--- config.mk ---
export PLATFORM = sky130hd
export DESIGN_NAME = pipe_pal_chain
export DESIGN_NICKNAME = d
export VERILOG_FILES = /design/src/rtl/pipe_pal_pkg.sv /design/src/rtl/pipe_pal_stage.sv /design/src/rtl/pipe_pal_chain.sv
export SDC_FILE = /design/constraint.sdc
export NUM_CORES = 1
export LEC_CHECK = 0
export CORE_MARGIN = 1
export CORE_UTILIZATION = 55
export CTS_CLUSTER_DIAMETER = 40
export DETAILED_ROUTE_END_ITERATION = 12
export HOLD_SLACK_MARGIN = 0.12
export PLACE_DENSITY_LB_ADDON = 0.15
export SYNTH_ARGS = -nofsm -noshare
export SYNTH_HDL_FRONTEND = slang
export SYNTH_HIERARCHICAL = 1
export SYNTH_SLANG_ARGS = --single-unit
--- constraint.sdc ---
create_clock -name i_clk -period 2.38 [get_ports i_clk]
set_input_delay 0.357 -clock i_clk [delete_from_list [all_inputs] [get_ports i_clk]]
set_output_delay 0.357 -clock i_clk [all_outputs]
set_load 0.02 [all_outputs]
--- src/rtl/pipe_pal_pkg.sv ---
// pipe_pal_pkg
//   Shared definitions for the pipe_pal_chain pipeline:
//   - clog2 / cnt_width: compile-time width helpers for the occupancy count
//   - CNT_EXTRA: occupancy range beyond DEPTH (empty state plus skid entry)
//   - cnt_op_e: decoded occupancy update ({in_xfer, out_xfer})
package pipe_pal_pkg;

  // Count values 0..DEPTH+1 need DEPTH+2 distinct codes.
  localparam int CNT_EXTRA = 2;

  typedef enum logic [1:0] {
    CNT_HOLD = 2'b00,
    CNT_DEC  = 2'b01,
    CNT_INC  = 2'b10,
    CNT_BOTH = 2'b11
  } cnt_op_e;

  function automatic int clog2(input int value);
    int result;
    int rem;
    result = 32'sd0;
    rem    = value - 32'sd1;
    while (rem > 32'sd0) begin
      result = result + 32'sd1;
      rem    = rem >> 1;
    end
    return result;
  endfunction

  function automatic int cnt_width(input int depth);
    return clog2(depth + CNT_EXTRA);
  endfunction

endpackage

--- src/rtl/pipe_pal_stage.sv ---
// pipe_pal_stage
//   One valid/data register of the pipeline (also used as the skid entry).
//   Ports:
//     i_clk, resetn     clock, asynchronous active-low reset
//     clear             synchronous clear of the valid bit (wins over load)
//     load              capture d_valid/d_data this edge
//     d_valid, d_data   incoming beat
//     q_valid, q_data   held beat
module pipe_pal_stage
  import pipe_pal_pkg::*;
#(
  parameter int W_DATA = 32
)(
  input  logic              i_clk,
  input  logic              resetn,
  input  logic              clear,
  input  logic              load,
  input  logic              d_valid,
  input  logic [W_DATA-1:0] d_data,
  output logic              q_valid,
  output logic [W_DATA-1:0] q_data
);

  // Valid bit: cleared by reset or flush, otherwise follows the loaded beat.
  always_ff @(posedge i_clk or negedge resetn) begin
    if (!resetn) begin
      q_valid <= 1'b0;
    end else if (clear) begin
      q_valid <= 1'b0;
    end else if (load) begin
      q_valid <= d_valid;
    end
  end

  // Data only moves with a real beat, so bubbles do not toggle the data bus.
  always_ff @(posedge i_clk or negedge resetn) begin
    if (!resetn) begin
      q_data <= {W_DATA{1'b0}};
    end else if (load && d_valid && !clear) begin
      q_data <= d_data;
    end
  end

endmodule

--- src/rtl/pipe_pal_chain.sv ---
// pipe_pal_chain
//   Bubble-collapsing valid/ready pipeline of DEPTH stages behind a one-entry
//   skid register. o_ready is a flop (skid empty after the edge), so there is
//   no combinational path from i_ready back to o_ready.
//   Ports:
//     i_clk, resetn      clock, asynchronous active-low reset
//     i_flush            synchronous discard of every held beat
//     i_valid/o_ready    upstream handshake, i_data upstream beat
//     o_valid/i_ready    downstream handshake, o_data downstream beat
//     o_count            beats held (stages + skid), 0..DEPTH+1
module pipe_pal_chain
  import pipe_pal_pkg::*;
#(
  parameter int  W_DATA = 32,
  parameter int  DEPTH  = 4,
  localparam int W_CNT  = cnt_width(DEPTH)
)(
  input  logic              i_clk,
  input  logic              resetn,
  input  logic              i_flush,
  input  logic              i_valid,
  output logic              o_ready,
  input  logic [W_DATA-1:0] i_data,
  output logic              o_valid,
  input  logic              i_ready,
  output logic [W_DATA-1:0] o_data,
  output logic [W_CNT-1:0]  o_count
);

  logic              stg_valid_s [DEPTH];
  logic [W_DATA-1:0] stg_data_s  [DEPTH];
  logic [DEPTH-1:0]  load_s;
  logic              skid_valid_s;
  logic [W_DATA-1:0] skid_data_s;
  logic              skid_load_s;
  logic              sv_next_s;
  logic              in_xfer_s;
  logic              out_xfer_s;
  logic              head_valid_s;
  logic [W_DATA-1:0] head_data_s;
  logic [W_CNT-1:0]  count_next_s;
  cnt_op_e           cnt_op_s;

  assign in_xfer_s  = i_valid & o_ready;
  assign out_xfer_s = o_valid & i_ready;

  // Stage k may load when it or any stage below it is empty, or the consumer
  // takes the tail beat; this is the expanded form of !v[k] | (v[k] & load[k+1]).
  always_comb begin
    logic acc;
    load_s = {DEPTH{1'b0}};
    acc    = i_ready;
    for (int k = DEPTH - 1; k >= 0; k--) begin
      acc       = acc | ~stg_valid_s[k];
      load_s[k] = acc;
    end
  end

  // Stage 0 always takes the skid first so beat order is preserved.
  always_comb begin
    head_valid_s = skid_valid_s | in_xfer_s;
    if (skid_valid_s) begin
      head_data_s = skid_data_s;
    end else begin
      head_data_s = i_data;
    end
  end

  // Skid occupancy after the edge: drains into stage 0 or captures a beat
  // that stage 0 cannot take this cycle.
  always_comb begin
    if (i_flush) begin
      sv_next_s   = 1'b0;
      skid_load_s = 1'b0;
    end else if (skid_valid_s) begin
      sv_next_s   = ~load_s[0];
      skid_load_s = load_s[0];
    end else begin
      sv_next_s   = in_xfer_s & ~load_s[0];
      skid_load_s = in_xfer_s & ~load_s[0];
    end
  end

  pipe_pal_stage #(.W_DATA(W_DATA)) u_skid (
    .i_clk   (i_clk),
    .resetn  (resetn),
    .clear   (i_flush),
    .load    (skid_load_s),
    .d_valid (~skid_valid_s),
    .d_data  (i_data),
    .q_valid (skid_valid_s),
    .q_data  (skid_data_s)
  );

  for (genvar k = 0; k < DEPTH; k++) begin : g_stage
    logic              in_valid_s;
    logic [W_DATA-1:0] in_data_s;
    if (k == 0) begin : g_head
      assign in_valid_s = head_valid_s;
      assign in_data_s  = head_data_s;
    end else begin : g_body
      assign in_valid_s = stg_valid_s[k-1];
      assign in_data_s  = stg_data_s[k-1];
    end
    pipe_pal_stage #(.W_DATA(W_DATA)) u_stage (
      .i_clk   (i_clk),
      .resetn  (resetn),
      .clear   (i_flush),
      .load    (load_s[k]),
      .d_valid (in_valid_s),
      .d_data  (in_data_s),
      .q_valid (stg_valid_s[k]),
      .q_data  (stg_data_s[k])
    );
  end

  assign o_valid = stg_valid_s[DEPTH-1];
  assign o_data  = stg_data_s[DEPTH-1];

  // o_ready reflects whether the skid will be empty after this edge.
  always_ff @(posedge i_clk or negedge resetn) begin
    if (!resetn) begin
      o_ready <= 1'b0;
    end else begin
      o_ready <= ~sv_next_s;
    end
  end

  // Occupancy update; a flushed input beat is dropped and never counted.
  always_comb begin
    cnt_op_s     = cnt_op_e'({in_xfer_s, out_xfer_s});
    count_next_s = o_count;
    if (i_flush) begin
      count_next_s = {W_CNT{1'b0}};
    end else begin
      case (cnt_op_s)
        CNT_INC:  count_next_s = o_count + W_CNT'(1'b1);
        CNT_DEC:  count_next_s = o_count - W_CNT'(1'b1);
        default:  count_next_s = o_count;
      endcase
    end
  end

  // Occupancy register.
  always_ff @(posedge i_clk or negedge resetn) begin
    if (!resetn) begin
      o_count <= {W_CNT{1'b0}};
    end else begin
      o_count <= count_next_s;
    end
  end

endmodule

==> results of run 1 <==
[flip-flops by register name, summed over array words and instances, names as in the netlist]
register	flops
g_stage.u_stage/q_valid	4
u_skid/q_data	32
g_stage.u_stage/q_data	128
o_count	3
o_ready	1
u_skid/q_valid	1
[metal layers]
metal	GRT usage	up-vias	wire [microns]
met4	0.0775	0	148
met1	0.273	1900	6050
met5	0	-	0
met3	0.0436	17	342
li1	-	1706	-
met2	0.291	61	5760
[power by group through the flow]
| stage | Combinational (mW) | Sequential [mW] | Clock [mW] |
|---|---|---|---|
| floorplan | 1.05 | 4.14 | 0 |
| global placement | 1.93 | 3.96 | 0 |
| detailed placement | 1.96 | 4.00 | 0 |
| CTS | 1.98 | 3.96 | 2.72 |
| global route | 2.07 | 4.04 | 2.84 |
| finish | 1.95 | 3.95 | 2.65 |
[cells in the final DEF (no fill, tap or decap), types with 7 or more instances in the layout]
cell type        Yosys  final
buf_4                0      8
nor2_1               8      8
clkdlybuf4s50_1      0     72
mux2_2              10     10
buf_12               0     10
clkbuf_16            0     17
mux2_4             150    150
mux2i_1              8      8
nand2_1              7      7
mux2_1              33     33
dfrtp_1            169    168
[area by class of cell]
class	count	area, sq um	area share
Clock buffer	21	450	0.0493
Clock inverter	10	121	0.0133
Inverter	3	11.3	0.00123
Multi-Input combinational cell	236	3100	0.339
Sequential cell	169	4230	0.463
Tap cell	176	220	0.0241
Timing Repair Buffer	92	1000	0.110
[final timing paths]
kind | start | to | slack, ns | cells past startpoint
max | i_ready | u_skid/q_data[28]$_DFFE_PN0P_ | 0.52 | 7
min | resetn | g_stage[3].u_stage/q_data[25]$_DFFE_PN0P_ | 0.44 | 2
min in group i_clk | g_stage[1].u_stage/q_data[26]$_DFFE_PN0P_ | g_stage[2].u_stage/q_data[26]$_DFFE_PN0P_ | 0.50 | 1
max reg2reg | u_skid/q_valid$_DFFE_PN0P_ | u_skid/q_data[28]$_DFFE_PN0P_ | 0.55 | 6
max in group asynchronous | resetn | g_stage[0].u_stage/q_data[3]$_DFFE_PN0P_ | 1.25 | 3
min reg2reg | g_stage[1].u_stage/q_data[26]$_DFFE_PN0P_ | g_stage[2].u_stage/q_data[26]$_DFFE_PN0P_ | 0.50 | 1
[what timing repair did]
item                                   4_1_cts  5_1_grt
endpoints found under the hold margin       44        0
buffers inserted                             0        0
hold buffers                                 1        0
[worst reg2reg max path, delay by kind of cell, from the launching register on]
kind | cells | cell delay (ns)
muxes | 2 | 0.58
DFF | 1 | 0.53
buffers and inverters | 2 | 0.35
and+or+nand+nor | 2 | 0.24
[stage by stage]
stage | power (mW) | hold slack [ns] | cells | util
6_report | 8.55 | 0.443 | 707 | 0.687
5_1_grt | 8.95 | 0.470 | 707 | 0.687
4_1_cts | 8.65 | 0.443 | 707 | 0.687
3_5_place_dp | 5.96 | 0.319 | 675 | 0.643
3_3_place_gp | 5.89 | 0.314 | 675 | 0.643
2_1_floorplan | 5.19 | 0.0614 | 427 | -
[kinds of logic after synthesis]
logic type	Yosys count
muxes	201
DFF	169
and+or+nand+nor	31
buffers and inverters	22
AOI/OAI and AO/OA	2
xor gates and xnor gates	1
adders and majority gates	1
==> impl_results.md, run 1 <==
* Status: complete, no violations
* Post-synthesis cell type count at 25
* Core footprint at 13300 sq um
* Drt total wl at 12300 microns
* PwrDens at 936 nW/um^2
* Detailed-route DRC error count at 0
* Critical Path Source Type: input pin
* Cells after Synth at 427
* Max-slew headroom at the worst pin at 0.709
* Number of synthesized flops with an enable pin at 0
* Internal Power at 6.43 mW
* Die Span Y at 119 microns
* Post-route ant nets at 0
* Layout Nets at 557
* Initial drt markers at 121
* DR vias at 3684
* Worst Hold Class: in2async
* Clock latency on the worst-skew pair at 0.42 ns
* VDD IR max at 0.000659 V
* Most frequent cell after synthesis: dfrtp_1
* Area grow syn2layout at 21.3%
* CP max stage cell: clkdlybuf4s50_1
* Worst path cell trace: clkdlybuf4s50_1 -> and2b_1 -> nand4_1 -> mux2i_1 -> nand3b_4 -> buf_12 -> mux2_4
* Top cell type's share of synthesized area at 0.562
* Vias in the first global route at 3943
* # clock sinks at 169
* CTS tree: yes
* LEAKAGE at 4.58 nW
* Fillers at 924
* Ys flop type: dfrtp_1
* Comb power frac at 0.228
* Crit path kind: in2reg
* Max Clock Freq at 537 MHz
* CP delay by family, top: buffers and inverters
* Initial antenna violation count at 0
* Top Ports at 74
* Ant diodes at 0
* Simple-gate portion of the synthesized area at 0.0316
* DR pass1 iterations at 4
* Main combinational cell family by area after synthesis: multiplexers
* Total global routing overflow at 0
* Routability Congestion at 0.730
* Max incr delay on CP at 0.48 ns
* Port Buffers at 73
* Setup crit end kind: register
* Sequential share of power at 0.461
* Final setup viols at 0
* Placed inst area at 8550 sq um
* Worst Path Buf+Inv at 2
* CTS root buf: clkbuf_16
* Final Hold Vio Count at 0
* Setup TNS at 0 ns
* Slew Limit Fails at 0
* Synth Area in Adders at 0.00266
* YS warnings at 6
* Fin crit share at 0.782
* Worst-path maximum fanout at 18
* H-tree depth at 4
* Pre-CTS WS at 0.0966 ns
* Ys async rst share at 1.00
* Share of cells above drive strength 1 at 0.407
* Row count at 42
* Syn_nets at 465
* Clock skew at 0.0106 ns
* Power share of the clock group at 0.310
* DP Wirelength at 8040 microns
* Yosys reg bits at 169
* Largest area contributor in the netlist: dfrtp_1
* Final min period at 1.86 ns
* Routed vias/inst at 5.21
* Die area at 14200 sq um
* Total GRT Usage at 0.194
* RSZ-0062 raised after global routing: false
* PostCTS Resize Cnt at 0
* Sw power at 2.13 mW
* Avg WL per Cell at 17.4 microns
* Commonest cells post-synth: dfrtp_1, mux2_4, mux2_1
* Synth Area in Compound Gates at 0.00216
* Xor and xnor fraction of the mapped netlist area at 0.00116
* Sequential area share after synthesis at 0.562
* Die X at 119 microns
* Clock buffer depth at 2
* First-pass GRT wire length at 20900 microns
* Switching share of total power at 0.249
* Post-route cell area at 9140 sq um
* Final WS setup at 0.518 ns
* Mux contribution to synthesized area at 0.374
* CTS buffer count at 17
* Max_cap viols at 0
* Dominant cells by area after synthesis: dfrtp_1, mux2_4, mux2_1, buf_6, mux2_2
* Syn Area/Cell at 17.6 sq um
* WP data arrival at 2.16 ns
* Netlist Area Pre-Place at 7530 sq um
* Actual slew at the worst max-slew pin at 0.437 ns
* Initial Utilization at 0.566
* Clock-pin transition on the worst setup and hold timing paths at 0.06 ns
* Pin count of the biggest net entering global routing at 63
* Critical path data required time at 2.67 ns
Power figures use the tool's default switching activity.
==> run 2, diff against run 1 <==
Clock period 2.38 ns to 1.9 ns, I/O delays scaled along.
==> impl_results.md, run 2 (synthesis gave the netlist of run 1 again) <==
* Max incr delay on CP at 0.53 ns
* Setup crit end kind: output pin
* Routability Congestion at 0.756
* DR pass1 iterations at 4
* Ant diodes at 0
* Core footprint at 13300 sq um
* Port Buffers at 73
* Die area at 14200 sq um
* Biggest register: g_stage.u_stage/q_data
* Clock skew at 0.00771 ns
* Detailed-route DRC error count at 0
* Worst path cell trace: buf_4 -> clkdlybuf4s50_1
* H-tree depth at 4
* Clock buffer depth at 2
* Layout Nets at 576
* Total GRT Usage at 0.197
* PwrDens at 1170 nW/um^2
* Share of cells above drive strength 1 at 0.430
* Top Ports at 74
* Initial drt markers at 156
* Vias in the first global route at 4062
* Placed inst area at 8700 sq um
* Worst Hold Class: in2async
* CP max stage cell: clkdlybuf4s50_1
* First-pass GRT wire length at 21200 microns
* Commonest non-fill, non-tap cell in the layout: dfrtp_1
* Die X at 119 microns
* Pin count of the biggest net entering global routing at 59
* Row count at 42
* Actual slew at the worst max-slew pin at 0.478 ns
* VDD IR max at 0.000728 V
* Slew Limit Fails at 0
* Fin crit share at 0.931
* Hold slack final at 0.373 ns
* Area grow syn2layout at 23.8%
* Total global routing overflow at 0
* Biggest regs: g_stage.u_stage/q_data: 128 flops, u_skid/q_data: 32 flops, g_stage.u_stage/q_valid: 4 flops
* Initial antenna violation count at 0
* Postcts setup bufs at 0
* DR vias at 3709
* Max-slew headroom at the worst pin at 0.681
* CP delay by family, top: buffers and inverters
* Die Span Y at 119 microns
* Most frequent cells in the layout: dfrtp_1, mux2_4, clkdlybuf4s50_1
* Worst-path maximum fanout at 4
* LEAKAGE at 4.70 nW
* Max_cap viols at 0
* Post-route ant nets at 0
* CTS tree: yes
* Dpl cells at 694
* Final min period at 1.77 ns
* Non-filler cells in the finished layout at 727
* Max reg flops at 128
* Initial Utilization at 0.566
* Routed vias/inst at 5.10
* Drt total wl at 12400 microns
* Critical path data required time at 1.62 ns
* Status: complete, no violations
* Clock-pin transition on the worst setup and hold timing paths at 0.06 ns
* Avg WL per Cell at 17.0 microns
* WP data arrival at 1.48 ns
* CTS root buf: clkbuf_16
* Max Clock Freq at 566 MHz
* RSZ-0062 raised after global routing: false
* Clock latency on the worst-skew pair at 0.42 ns
* DP Wirelength at 8630 microns
* Final Hold Vio Count at 0
* Final setup viols at 0
* Post-route cell area at 9320 sq um
* Crit path kind: reg2out
* # clock sinks at 169
* Critical Path Source Type: register
* Final Power at 10.9 mW
* Worst Path Buf+Inv at 2
* CTS buffer count at 17
[run 2: changes by cell type in the layout (fill, tap and decap cells not counted)]
cell,change
clkinv_4,-1
buf_4,+19
bufinv_16,+1
mux2i_1,-1
dfrtp_1,-1
a21boi_0,-1
dfrtp_2,+1
clkbuf_1,+1
clkbuf_8,+3
clkinv_2,+2
mux2i_2,+1
inv_6,-1
a21boi_1,+1
clkinvlp_4,-4
[run 2: per-stage QoR]
step,setup slack (ns),utilization,setup TNS (ns)
finish,0.132,0.701,0
global route,0.0435,0.701,0
CTS,0.112,0.701,0
detailed placement,-0.279,0.654,-19.47
global placement,-0.243,0.654,-17.02
floorplan,-0.0314,-,-0.943
[run 2: cell type report]
class                      instances  area, sq um
tap                              176          220
fill                             885         3980
clock inverter                     7          114
inverter                           3         11.3
clock buffer                      25          495
timing repair buffer             111         1140
multi-input combinational        236         3100
sequential                       169         4230
[run 2: timing repair]
item / in CTS / in global routing
hold buffers: 1 / 0
endpoints found under the hold margin: 46 / 0
resized for setup: 0 / 1
setup endpoints to repair: 0 / 1
[run 2: per-layer routing]
metal	global-route usage	part of all wire
met1	0.265	0.46
met2	0.306	0.49
met3	0.0508	0.030
met4	0.0775	0.017
met5	0	0
[run 2: worst reg2reg max path, stage by stage, from the launching register on]
cell and delay, ns:
dfrtp_2 0.39, and2b_1 0.16, nand4_1 0.15, mux2i_2 0.31, nand3b_4 0.12, buf_4 0.21, mux2_4 0.32
[run 2: final timing paths]
check | to | start | slack, ns | cells past startpoint
worst max-delay path | o_valid | g_stage[3].u_stage/q_valid$_DFFE_PN0P_ | 0.13 | 2
worst min-delay path | g_stage[3].u_stage/q_data[3]$_DFFE_PN0P_ | resetn | 0.37 | 2
worst max register to register | u_skid/q_data[12]$_DFFE_PN0P_ | g_stage[3].u_stage/q_valid$_DFFE_PN0P_ | 0.13 | 6
worst min register to register | g_stage[0].u_stage/q_data[26]$_DFFE_PN0P_ | g_stage[0].u_stage/q_data[26]$_DFFE_PN0P_ | 0.50 | 1
max in group asynchronous | g_stage[3].u_stage/q_valid$_DFFE_PN0P_ | resetn | 0.85 | 3
min in group i_clk | g_stage[0].u_stage/q_data[26]$_DFFE_PN0P_ | g_stage[0].u_stage/q_data[26]$_DFFE_PN0P_ | 0.50 | 1
[run 2: report_power, final]
group | internal (mW) | switching [mW] | leakage (nW)
clock | 2.20 | 1.30 | 0.301
sequential | 4.44 | 0.499 | 2.12
combinational | 1.66 | 0.809 | 2.27
total | 8.30 | 2.61 | 4.70
